File: src/rtl/bram_port_arbiter.sv
// Two-requester arbiter/sequencer for the shared 2Kx8 dual-port block RAM.
// Requester A may read or write; requester B only reads. One operation per
// cycle is issued to the RAM, and read data returns to its issuer after a fixed
// latency of RD_LAT+2 cycles from acceptance.
module bram_port_arbiter #(
    parameter int unsigned ADDR_W = 11,
    parameter int unsigned DATA_W = 8,
    parameter int unsigned RD_LAT = 2
) (
    input  logic              clk_i,
    input  logic              rst_ni,
    input  logic              a_req_i,
    input  logic              a_we_i,
    input  logic [ADDR_W-1:0] a_addr_i,
    input  logic [DATA_W-1:0] a_wdata_i,
    output logic              a_gnt_o,
    output logic              a_rvalid_o,
    output logic [DATA_W-1:0] a_rdata_o,
    input  logic              b_req_i,
    input  logic [ADDR_W-1:0] b_addr_i,
    output logic              b_gnt_o,
    output logic              b_rvalid_o,
    output logic [DATA_W-1:0] b_rdata_o,
    output logic [ADDR_W-1:0] bram_rdaddr_o,
    output logic              bram_rden_o,
    output logic              bram_regce_o,
    output logic [ADDR_W-1:0] bram_wraddr_o,
    output logic [DATA_W-1:0] bram_di_o,
    output logic              bram_wren_o,
    input  logic [DATA_W-1:0] bram_do_i
);
    // Return pipeline spans the issue cycle plus the RAM read latency.
    localparam int unsigned Stages = RD_LAT + 1;

    typedef enum logic {OwnerB = 1'b0, OwnerA = 1'b1} owner_e;

    owner_e            last_q, last_d;
    logic              a_acc, b_acc, rd_acc;
    logic [ADDR_W-1:0] rdaddr_q, rdaddr_d, wraddr_q, wraddr_d;
    logic [DATA_W-1:0] di_q, di_d;
    logic              rden_q, rden_d, wren_q, wren_d, regce_q;
    logic [Stages-1:0] pv_q, pv_d;  // valid per return stage
    logic [Stages-1:0] pt_q, pt_d;  // tag per return stage, 1 = A
    logic              a_rvalid_q, a_rvalid_d, b_rvalid_q, b_rvalid_d;
    logic [DATA_W-1:0] a_rdata_q, a_rdata_d, b_rdata_q, b_rdata_d;

    // Round-robin grant on a tie; grants are held off while reset is asserted.
    always_comb begin
        a_gnt_o = 1'b0;
        b_gnt_o = 1'b0;
        if (rst_ni) begin
            if (a_req_i && b_req_i) begin
                a_gnt_o = (last_q == OwnerB);
                b_gnt_o = (last_q == OwnerA);
            end else begin
                a_gnt_o = a_req_i;
                b_gnt_o = b_req_i;
            end
        end
    end

    assign a_acc  = a_req_i & a_gnt_o;
    assign b_acc  = b_req_i & b_gnt_o;
    assign rd_acc = (a_acc & ~a_we_i) | b_acc;

    // Next-state for the last-served owner, the issue stage and the return path.
    always_comb begin
        last_d   = last_q;
        rden_d   = 1'b0;
        wren_d   = 1'b0;
        rdaddr_d = rdaddr_q;
        wraddr_d = wraddr_q;
        di_d     = di_q;
        if (a_acc) begin
            last_d = OwnerA;
            if (a_we_i) begin
                wren_d   = 1'b1;
                wraddr_d = a_addr_i;
                di_d     = a_wdata_i;
            end else begin
                rden_d   = 1'b1;
                rdaddr_d = a_addr_i;
            end
        end else if (b_acc) begin
            last_d   = OwnerB;
            rden_d   = 1'b1;
            rdaddr_d = b_addr_i;
        end
        pv_d       = {pv_q[Stages-2:0], rd_acc};
        pt_d       = {pt_q[Stages-2:0], a_acc};
        a_rvalid_d = pv_q[Stages-1] & pt_q[Stages-1];
        b_rvalid_d = pv_q[Stages-1] & ~pt_q[Stages-1];
        a_rdata_d  = a_rvalid_d ? bram_do_i : a_rdata_q;
        b_rdata_d  = b_rvalid_d ? bram_do_i : b_rdata_q;
    end

    // State registers; reset discards any reads still in flight.
    always_ff @(posedge clk_i or negedge rst_ni) begin
        if (!rst_ni) begin
            last_q     <= OwnerB;
            rden_q     <= 1'b0;
            wren_q     <= 1'b0;
            rdaddr_q   <= '0;
            wraddr_q   <= '0;
            di_q       <= '0;
            regce_q    <= 1'b0;
            pv_q       <= '0;
            pt_q       <= '0;
            a_rvalid_q <= 1'b0;
            b_rvalid_q <= 1'b0;
            a_rdata_q  <= '0;
            b_rdata_q  <= '0;
        end else begin
            last_q     <= last_d;
            rden_q     <= rden_d;
            wren_q     <= wren_d;
            rdaddr_q   <= rdaddr_d;
            wraddr_q   <= wraddr_d;
            di_q       <= di_d;
            regce_q    <= 1'b1;
            pv_q       <= pv_d;
            pt_q       <= pt_d;
            a_rvalid_q <= a_rvalid_d;
            b_rvalid_q <= b_rvalid_d;
            a_rdata_q  <= a_rdata_d;
            b_rdata_q  <= b_rdata_d;
        end
    end

    assign bram_rdaddr_o = rdaddr_q;
    assign bram_rden_o   = rden_q;
    assign bram_regce_o  = regce_q;
    assign bram_wraddr_o = wraddr_q;
    assign bram_di_o     = di_q;
    assign bram_wren_o   = wren_q;
    assign a_rvalid_o    = a_rvalid_q;
    assign a_rdata_o     = a_rdata_q;
    assign b_rvalid_o    = b_rvalid_q;
    assign b_rdata_o     = b_rdata_q;

endmodule

File: config.mk
export PLATFORM = sky130hd
export DESIGN_NAME = bram_port_arbiter
export DESIGN_NICKNAME = d
export VERILOG_FILES = /design/src/rtl/bram_port_arbiter.sv
export SDC_FILE = /design/constraint.sdc
export NUM_CORES = 1
export LEC_CHECK = 0
export CAP_MARGIN = 20
export CORE_MARGIN = 2
export CORE_UTILIZATION = 38
export DETAILED_ROUTE_END_ITERATION = 8
export PLACE_DENSITY = 0.76
export SLEW_MARGIN = 10
export SYNTH_ARGS = -nofsm -noshare
export SYNTH_HDL_FRONTEND = slang
export SYNTH_SLANG_ARGS = --single-unit
File: constraint.sdc
create_clock -name clk_i -period 1.7 [get_ports clk_i]
set_clock_uncertainty 0.2 [all_clocks]
set_input_delay 0.34 -clock clk_i [delete_from_list [all_inputs] [get_ports clk_i]]
set_output_delay 0.34 -clock clk_i [all_outputs]
set_load 0.005 [all_outputs]
**Yosys cells after proc, flatten, opt, wreduce, memory -nomap -nowiden**

Cells that the tools add are included.

- Register bits after elaboration: 58
- Latch bits: 0
- Bits in writable memories: 0
- ROM bits: 0
- Bits of input ports: 43
- Output and inout bits: 53
- Logic and storage cells: 41
- Memories kept: 0

- Add/subtract/negate cells: 0
- $mul: 0
- Div/mod/pow operators: 0
- Order comparisons: 0
- Eq/ne operators: 1
- Shift-type cells: 0
- Mux-type cells: 14
- Bitwise gates (word level): 9
- Reduce and logical (&&, ||, !) cells: 4

Operators by type and width:

| operator | number |
|---|---|
| $mux 11 | 3 |
| $mux 1 | 11 |
| $and 1x1->1 | 5 |
| $reduce_and 2->1 | 2 |
| $not 1->1 | 3 |
| $ne 2x2->1 const B | 1 |
| $reduce_bool 2->1 | 1 |
| $logic_and 1x1->1 | 1 |
| $or 1x1->1 | 1 |

**Depth between registers and ports, before layout**

Gate-level depths: netlist of run 1.

- Word-level depth: 6
- Gate-level depth with buffers: 6
- Gate-level depth less buffers: 5

**Worst setup path before layout of run 1**

No wires, ideal clock.

- Path type: register -> register
- From: reg last_q
- To: reg rdaddr_q[10] (netlist: bram_rdaddr_o[10])
- Setup time: 125 ps
- Arrival time: 1317 ps
- Data required time: 1375 ps
- Path slack: 58 ps
- Cell stages (with the launch flop): 6
- Path buffers: 1
- Clock period less this slack: 1642 ps
- Cell sequence: dfrtp_1 inv_1 a21boi_0 o21a_1 buf_4 mux2_4

- Cells in the longest elaborated chain, start to end: 6
- Elaborated cells between the ends (all ways): 11
- Those cells by class: 1 x eq/ne; 5 x mux; 3 x bitwise; 2 x reduce/logical

RTL lines:

| element | line | source |
|---|---|---|
| start, declared | 37 | `owner_e last_q, last_d;` |
| start signal, assigned | 100 | `last_q <= OwnerB;` |
| start signal, assigned | 114 | `last_q <= last_d;` |
| $not 1->1 | 53 | `a_gnt_o = (last_q == OwnerB);` |
| $mux 1 | 52 | `if (a_req_i && b_req_i) begin` |
| $mux 1 | 51 | `if (rst_ni) begin` |
| $and 1x1->1 | 62 | `assign a_acc = a_req_i & a_gnt_o;` |
| $ne 2x2->1 (no line) or $reduce_bool 2->1 (tied branches) | -- |  |
| $reduce_and 2->1 (no line) | -- |  |
| end signal, assigned | 117 | `rdaddr_q <= rdaddr_d;` |
| end, declared | 39 | `logic [ADDR_W-1:0] rdaddr_q, rdaddr_d, wraddr_q, wraddr_d;` |

Parallel ways exist; a longest one is shown, timed or not.
A chain may end at the register's enable or synchronous reset.

**Final worst setup path of run 1**

- From: reg last_q
- To: reg rdaddr_q[9] (netlist: bram_rdaddr_o[9])

Same word-level chain as after synthesis.

==> metrics.csv, run 1 <==
metric;value;unit
Clk pwr share;30.8;%
critical path data arrival time;1.68;ns
vias in the first global route;1520;
gpl congestion;0.753;
Hold Path Class;reg -> reg;
peak fanout along the critical path;9;
Logic pwr share;24.9;%
reg2reg setup slack;0.02;ns
Worst Setup SP;last_q;
crit-path max cell delay;0.42;ns
synth warn;0;
fraction of layout cells with a size suffix above 1;36.4;%
Worst Hold Depth;0;
Final nets;302;
CP startpoint kind;flip-flop;
RSZ-0062 raised after global routing;true;
post-DR vias/cell;4.46;
static leakage;1.78;nW
Setup TNS;0;ns
post-layout util;61.8;%
min Tclk post-route;1.68;ns
crit path max-delay cell type;dfrtp_1;
RR Startpoint;last_q;
Hold Path End;pv_q[1];
CTS buffer count;9;
Chip Height;81.9;µm
pin count of the biggest net entering global routing;59;
multi-input logic area;807;µm²
Crit path buffers/inverters;1;
Seq cells post-synth;58;
clk sinks;58;
Mapped Area;2310;µm²
Global Route Usage Sum;15.3;%
Hold Path Origin;pv_q[0];
sw frac;23.6;%
outcome;finished, final reports clean;
Post-Route WL;4.86;mm
Slew HR;52.5;%
wire per inst;14.3;µm
drt pass-1 iters;3;
M3 GR Usage;5.93;%
maximum vdd drop;0.000559;V
antenna cells;0;
global-route wire length before repair;7.45;mm
Setup Viol. Count Final;0;
I/O Buffers;95;
Non-Filler Instances;339;
measured slew at the worst slew-check pin;0.713;ns
final hold slack;0.146;ns
CP cell instances;a21o_4 -> buf_6 -> mux2_4 -> mux2_4;
Max Slew Vio Count;0;
First DRT Iteration DRCs;21;
net switching power;0.961;mW
CP most frequent cell;mux2_4;
R2R Path End;bram_rdaddr_o[9];
final worst-path cycle share;98.9;%
total gr overflow;0;
num rows;28;
Longest Clk Path Bufs;2;
critical path's top delay family;multiplexers;
count of cell types in the netlist;17;
worst r2r path cells;4;
maxcap violations;0;
DRT antenna net count;0;
syn nets;183;
Worst-path clk slew;0.06;ns
area grow syn2layout;57.5;%
Final Hold Viols;0;
Root Buffer;clkbuf_8;
M2 GR Usage;24.8;%
core area;5890;µm²
Initial Util;39.2;%
Reg area;1450;µm²
cell area power density;1120;nW/µm²
# fillers;495;
busiest layer in global routing;met2;
clock latency on the worst-skew pair;0.32;ns
TritonCTS clock tree;yes;
H-tree depth;3;
Cell Int Power;3.12;mW
die area;6710;µm²
dpl cells;319;
WP data required;1.70;ns
post-DP HPWL;3.52;mm
die width;81.9;µm
DRC violation count after routing;0;
sequential power share;44.3;%
initial antenna violation count;0;
detailed-route via count;1512;
Seq/Total Area, Yosys;62.9;%
top-level port count;96;
Synth Area per Inst;16.5;µm²
fmax;595;MHz
Cells after Synth;140;
critical path class;reg -> reg;
Critical Path Sink Type;flip-flop;
M1 GR Usage;18.3;%
[layer usage]
layer | vias up | wire length, µm
met5 | - | 0
met1 | 736 | 2060
li1 | 724 | -
met3 | 2 | 369
met4 | 0 | 15
met2 | 50 | 2410
[worst reg2reg max path, cell delays in order (launching register included)]
cell and delay [ns]:
dfrtp_1 0.42, a21o_4 0.24, buf_6 0.15, mux2_4 0.30, mux2_4 0.26
[timing repair]
item | 4_1_cts | 5_1_grt
buffers inserted | 2 | 0
setup endpoints to repair | 81 | 33
resized for setup | 64 | 9
pin swaps | 1 | 3
hold buffers | 1 | 0
endpoints found under the hold margin | 1 | 0
cloned | 0 | 1
[area by class of cell]
type,instances,area share [%]
inverter,6,0.688
timing repair buffer,113,29.2
tap,75,2.58
clock buffer,14,4.48
sequential,58,39.9
clock inverter,2,0.964
multi-input combinational,71,22.2
[worst max-delay path by stage]
stage / to / cells past startpoint
final: bram_rdaddr_o[9] / 4
after global routing: bram_wraddr_o[7] / 6
after CTS: b_gnt_o / 3
after detailed placement: bram_wraddr_o[4] / 8
after global placement: a_gnt_o / 5
after floorplan: bram_rdaddr_o[10] / 5
[per-stage QoR]
step	setup WS [ns]	cell area, µm²	total power, mW
after floorplan	0.0582	2310	2.24
after global placement	-0.486	3420	3.01
after detailed placement	-0.509	3420	3.05
after CTS	-0.000495	3600	4.14
after global routing	-0.0265	3630	4.33
final	0.0195	3630	4.08
[cell usage after synthesis (all sizes together)]
library cell  instances  area (µm²)
o21a                  2        15.0
a21o                  1        15.0
nand2                 5        18.8
inv                   6        22.5
a21boi                1        7.51
clkbuf                1        3.75
a21oi                 1        5.00
mux2                 57         709
o21ai                 1        5.00
dfrtp                58        1450
buf                   4        37.5
nand2b                1        6.26
conb                  1        3.75
nor2b                 1        6.26
[power groups by stage]
| stage | clock [mW] | sequential, mW | combinational (mW) |
|---|---|---|---|
| floorplan | 0 | 1.86 | 0.378 |
| global placement | 0 | 1.84 | 1.17 |
| detailed placement | 0 | 1.85 | 1.20 |
| CTS | 1.30 | 1.81 | 1.03 |
| global route | 1.37 | 1.85 | 1.11 |
| finish | 1.25 | 1.81 | 1.02 |
[state kept, by name, indices dropped and copies added, names as in the netlist]
register,count
bram_regce_o,1
bram_rdaddr_o,11
pv_q,3
last_q,1
pt_q,3
a_rvalid_o,1
b_rdata_o,8
bram_wraddr_o,11
a_rdata_o,8
bram_rden_o,1
b_rvalid_o,1
bram_di_o,8
bram_wren_o,1
[logic make-up after synthesis]
kind of cell	count (synthesis)	synth area share [%]
buffers and inverters	11	2.77
other	1	0.163
DFF	58	62.9
and+or+nand+nor	7	1.36
AOI/OAI and AO/OA	6	2.06
muxes	57	30.7
[layout by cell type (no fill, tap or decap), types with 2 or more instances in the layout]
cell type / count
dlygate4sd2_1: 51
clkbuf_1: 3
o21a_1: 2
dfrtp_1: 58
clkbuf_8: 11
inv_1: 4
buf_2: 3
clkdlybuf4s50_1: 39
buf_6: 2
dlymetal6s2s_1: 2
nand2_1: 4
mux2_2: 39
mux2_4: 18
buf_4: 12
(Power assumes the default switching activity.)
==> run 2, diff against run 1 <==
--- a/config.mk
+++ b/config.mk
@@ -6,8 +6,9 @@
 export NUM_CORES = 1
 export LEC_CHECK = 0
 export CAP_MARGIN = 20
-export CORE_MARGIN = 2
+export CORE_MARGIN = 10
 export CORE_UTILIZATION = 38
+export CTS_CLUSTER_DIAMETER = 80
 export DETAILED_ROUTE_END_ITERATION = 8
 export PLACE_DENSITY = 0.76
 export SLEW_MARGIN = 10
==> run 2 against run 1 <==
  * Sequential power about the same
  * Utilization increased by 0.59 points
  * Sequential cell count unchanged
  * Critical path depth unchanged
  * Global-route usage decreased by 3.6 points
  * Largest power group unchanged
  * Largest cell class unchanged
  * Design area increased by 1.5%
==> metrics.csv, run 2 (same netlist as run 1, synthesis figures left out) <==
metric;value;unit;change
peak fanout along the critical path;9;;unchanged
crit-path max cell delay;0.41;ns;was 0.42 ns
area grow syn2layout;60.0;%;was 57.5%
Final Instance Area;3690;µm²;was 3630 µm²
fraction of layout cells with a size suffix above 1;37.0;%;was 36.4%
H-tree depth;3;;unchanged
drt pass-1 iters;2;;was 3
gpl congestion;0.780;;was 0.753
critical path data arrival time;1.69;ns;was 1.68 ns
pin count of the biggest net entering global routing;40;;was 59
Setup Viol. Count Final;0;;unchanged
wire per inst;16.6;µm;was 14.3 µm
antenna cells;0;;unchanged
total gr overflow;0;;unchanged
post-DP HPWL;4.18;mm;was 3.52 mm
crit path max-delay cell type;dfrtp_1;;unchanged
clock latency on the worst-skew pair;0.33;ns;was 0.32 ns
Initial Util;39.0;%;was 39.2%
CTS buffer count;9;;unchanged
CP startpoint kind;flip-flop;;unchanged
maxcap violations;0;;unchanged
clk sinks;58;;unchanged
post-DR vias/cell;4.59;;was 4.46
DRT antenna net count;0;;unchanged
Final Hold Viols;0;;unchanged
final worst-path cycle share;98.8;%;was 98.9%
outcome;finished, final reports clean;;unchanged
WP data required;1.71;ns;was 1.70 ns
num rows;28;;unchanged
Highest Signal Layer;met4;;unchanged
Placed Area;3420;µm²;unchanged
Longest Clk Path Bufs;2;;unchanged
Chip Height;97.9;µm;was 81.9 µm
wl on met1;2.21;mm;was 2.06 mm
RSZ-0062 raised after global routing;true;;unchanged
most frequent cells in the layout;dfrtp_1 (58), dlygate4sd2_1 (52), clkdlybuf4s50_1 (39);;was dfrtp_1 (58), dlygate4sd2_1 (51), mux2_2 (39), clkdlybuf4s50_1 (39), mux2_4 (18)
die area;9590;µm²;was 6710 µm²
maximum vdd drop;0.000568;V;was 0.000559 V
I/O Buffers;95;;unchanged
detailed-route via count;1559;;was 1512
RR Startpoint;last_q;;unchanged
First DRT Iteration DRCs;5;;was 21
core area;5920;µm²;was 5890 µm²
Hold Path Origin;rst_ni;;was pv_q[0]
critical path class;reg -> reg;;unchanged
initial antenna violation count;0;;unchanged
Global Route Usage Sum;11.7;%;was 15.3%
Post-Route WL;5.64;mm;was 4.86 mm
measured slew at the worst slew-check pin;0.843;ns;was 0.713 ns
Root Buffer;clkbuf_8;;unchanged
min Tclk post-route;1.68;ns;about the same
Worst-path clk slew;0.07;ns;was 0.06 ns
final hold slack;0.148;ns;was 0.146 ns
Final nets;303;;was 302
Slew HR;43.8;%;was 52.5%
Max Slew Vio Count;0;;unchanged
met3 wire len;437;µm;was 369 µm
commonest non-fill, non-tap cell in the layout;dfrtp_1;;unchanged
die width;97.9;µm;was 81.9 µm
static leakage;1.79;nW;was 1.78 nW
WL met2;2.92;mm;was 2.41 mm
vias in the first global route;1783;;was 1520
CP most frequent cell;mux2_4;;unchanged
Worst Setup SP;last_q;;unchanged
DRC violation count after routing;0;;unchanged
global-route wire length before repair;9.14;mm;was 7.45 mm
Critical Path Sink Type;flip-flop;;unchanged
CP cell instances;a21o_4 -> buf_8 -> mux2_4 -> mux2_4;;was a21o_4 -> buf_6 -> mux2_4 -> mux2_4
top-level port count;96;;unchanged
cell area power density;1150;nW/µm²;was 1120 nW/µm²
Hold Path Class;in -> reg;;was reg -> reg
fmax;595;MHz;about the same
TritonCTS clock tree;yes;;unchanged
## run 2: cell types whose count changed in the layout (fill, tap and decap cells not counted), sizes merged
cell          previous run  this run
clkinvlp                 0         1
dlymetal6s4s             0         1
bufinv                   1         2
dlygate4sd2             51        52
dlymetal6s2s             2         1
clkbuf                  15        12
clkinv                   1         2
## run 2: metal layers
layer | vias up | GRT usage [%]
met5 | - | 0
met4 | 0 | 5.03
met3 | 9 | 5.14
met2 | 53 | 20.1
met1 | 770 | 12.2
li1 | 727 | -
## run 2: through the flow
stage / setup TNS (ns) / worst slack, ns / std cells / power [mW] / util, %
floorplan: 0 / 0.0582 / 140 / 2.24 / -
global placement: -14.43 / -0.493 / 319 / 3.04 / 57.8
detailed placement: -15.49 / -0.509 / 319 / 3.08 / 57.8
CTS: 0 / 0.00329 / 337 / 4.29 / 60.8
global route: -0.230 / -0.0292 / 340 / 4.47 / 62.3
finish: 0 / 0.0203 / 340 / 4.24 / 62.3
## run 2: worst paths after layout
| check | end | slack (ns) | depth (start not counted) |
|---|---|---|---|
| max | bram_rdaddr_o[6] | 0.02 | 4 |
| min | last_q | 0.15 | 3 |
| max reg2reg | bram_rdaddr_o[6] | 0.02 | 4 |
| min reg2reg | pt_q[1] | 0.15 | 0 |
| max in group asynchronous | bram_wraddr_o[10] | 0.47 | 3 |
| min in group asynchronous | pv_q[0] | 0.25 | 3 |
## run 2: cell type report
type	count	area, µm²
fillers	499	2230
multi-input cells	71	820
repair buffers	114	1080
inverters	6	27.5
well taps	75	93.8
flip-flops and latches	58	1450
clock inverters	5	77.6
clock buffers	11	141
## run 2: worst max-delay path: cells and delay by family (launching register included)
kind                   cells  cell delay, ns
AO/OA/AOI/OAI              1            0.25
multiplexers               2            0.56
flip-flops                 1            0.41
buffers and inverters      1            0.15
## run 2: power by group
| group | total, mW | switching, mW | leakage (nW) | internal (mW) |
|---|---|---|---|---|
| clock network | 1.40 | 0.536 | 0.109 | 0.861 |
| registers | 1.81 | 0.133 | 0.696 | 1.68 |
| logic | 1.04 | 0.350 | 0.989 | 0.686 |
| total | 4.24 | 1.02 | 1.79 | 3.22 |
## run 2: repair_timing
item,CTS,global route
hold endpoints to repair,58,0
endpoints found under the setup margin,82,52
resized for setup,60,20
gates cloned,0,2
buffers inserted,0,1
hold buffers,2,0
pin swaps,2,2
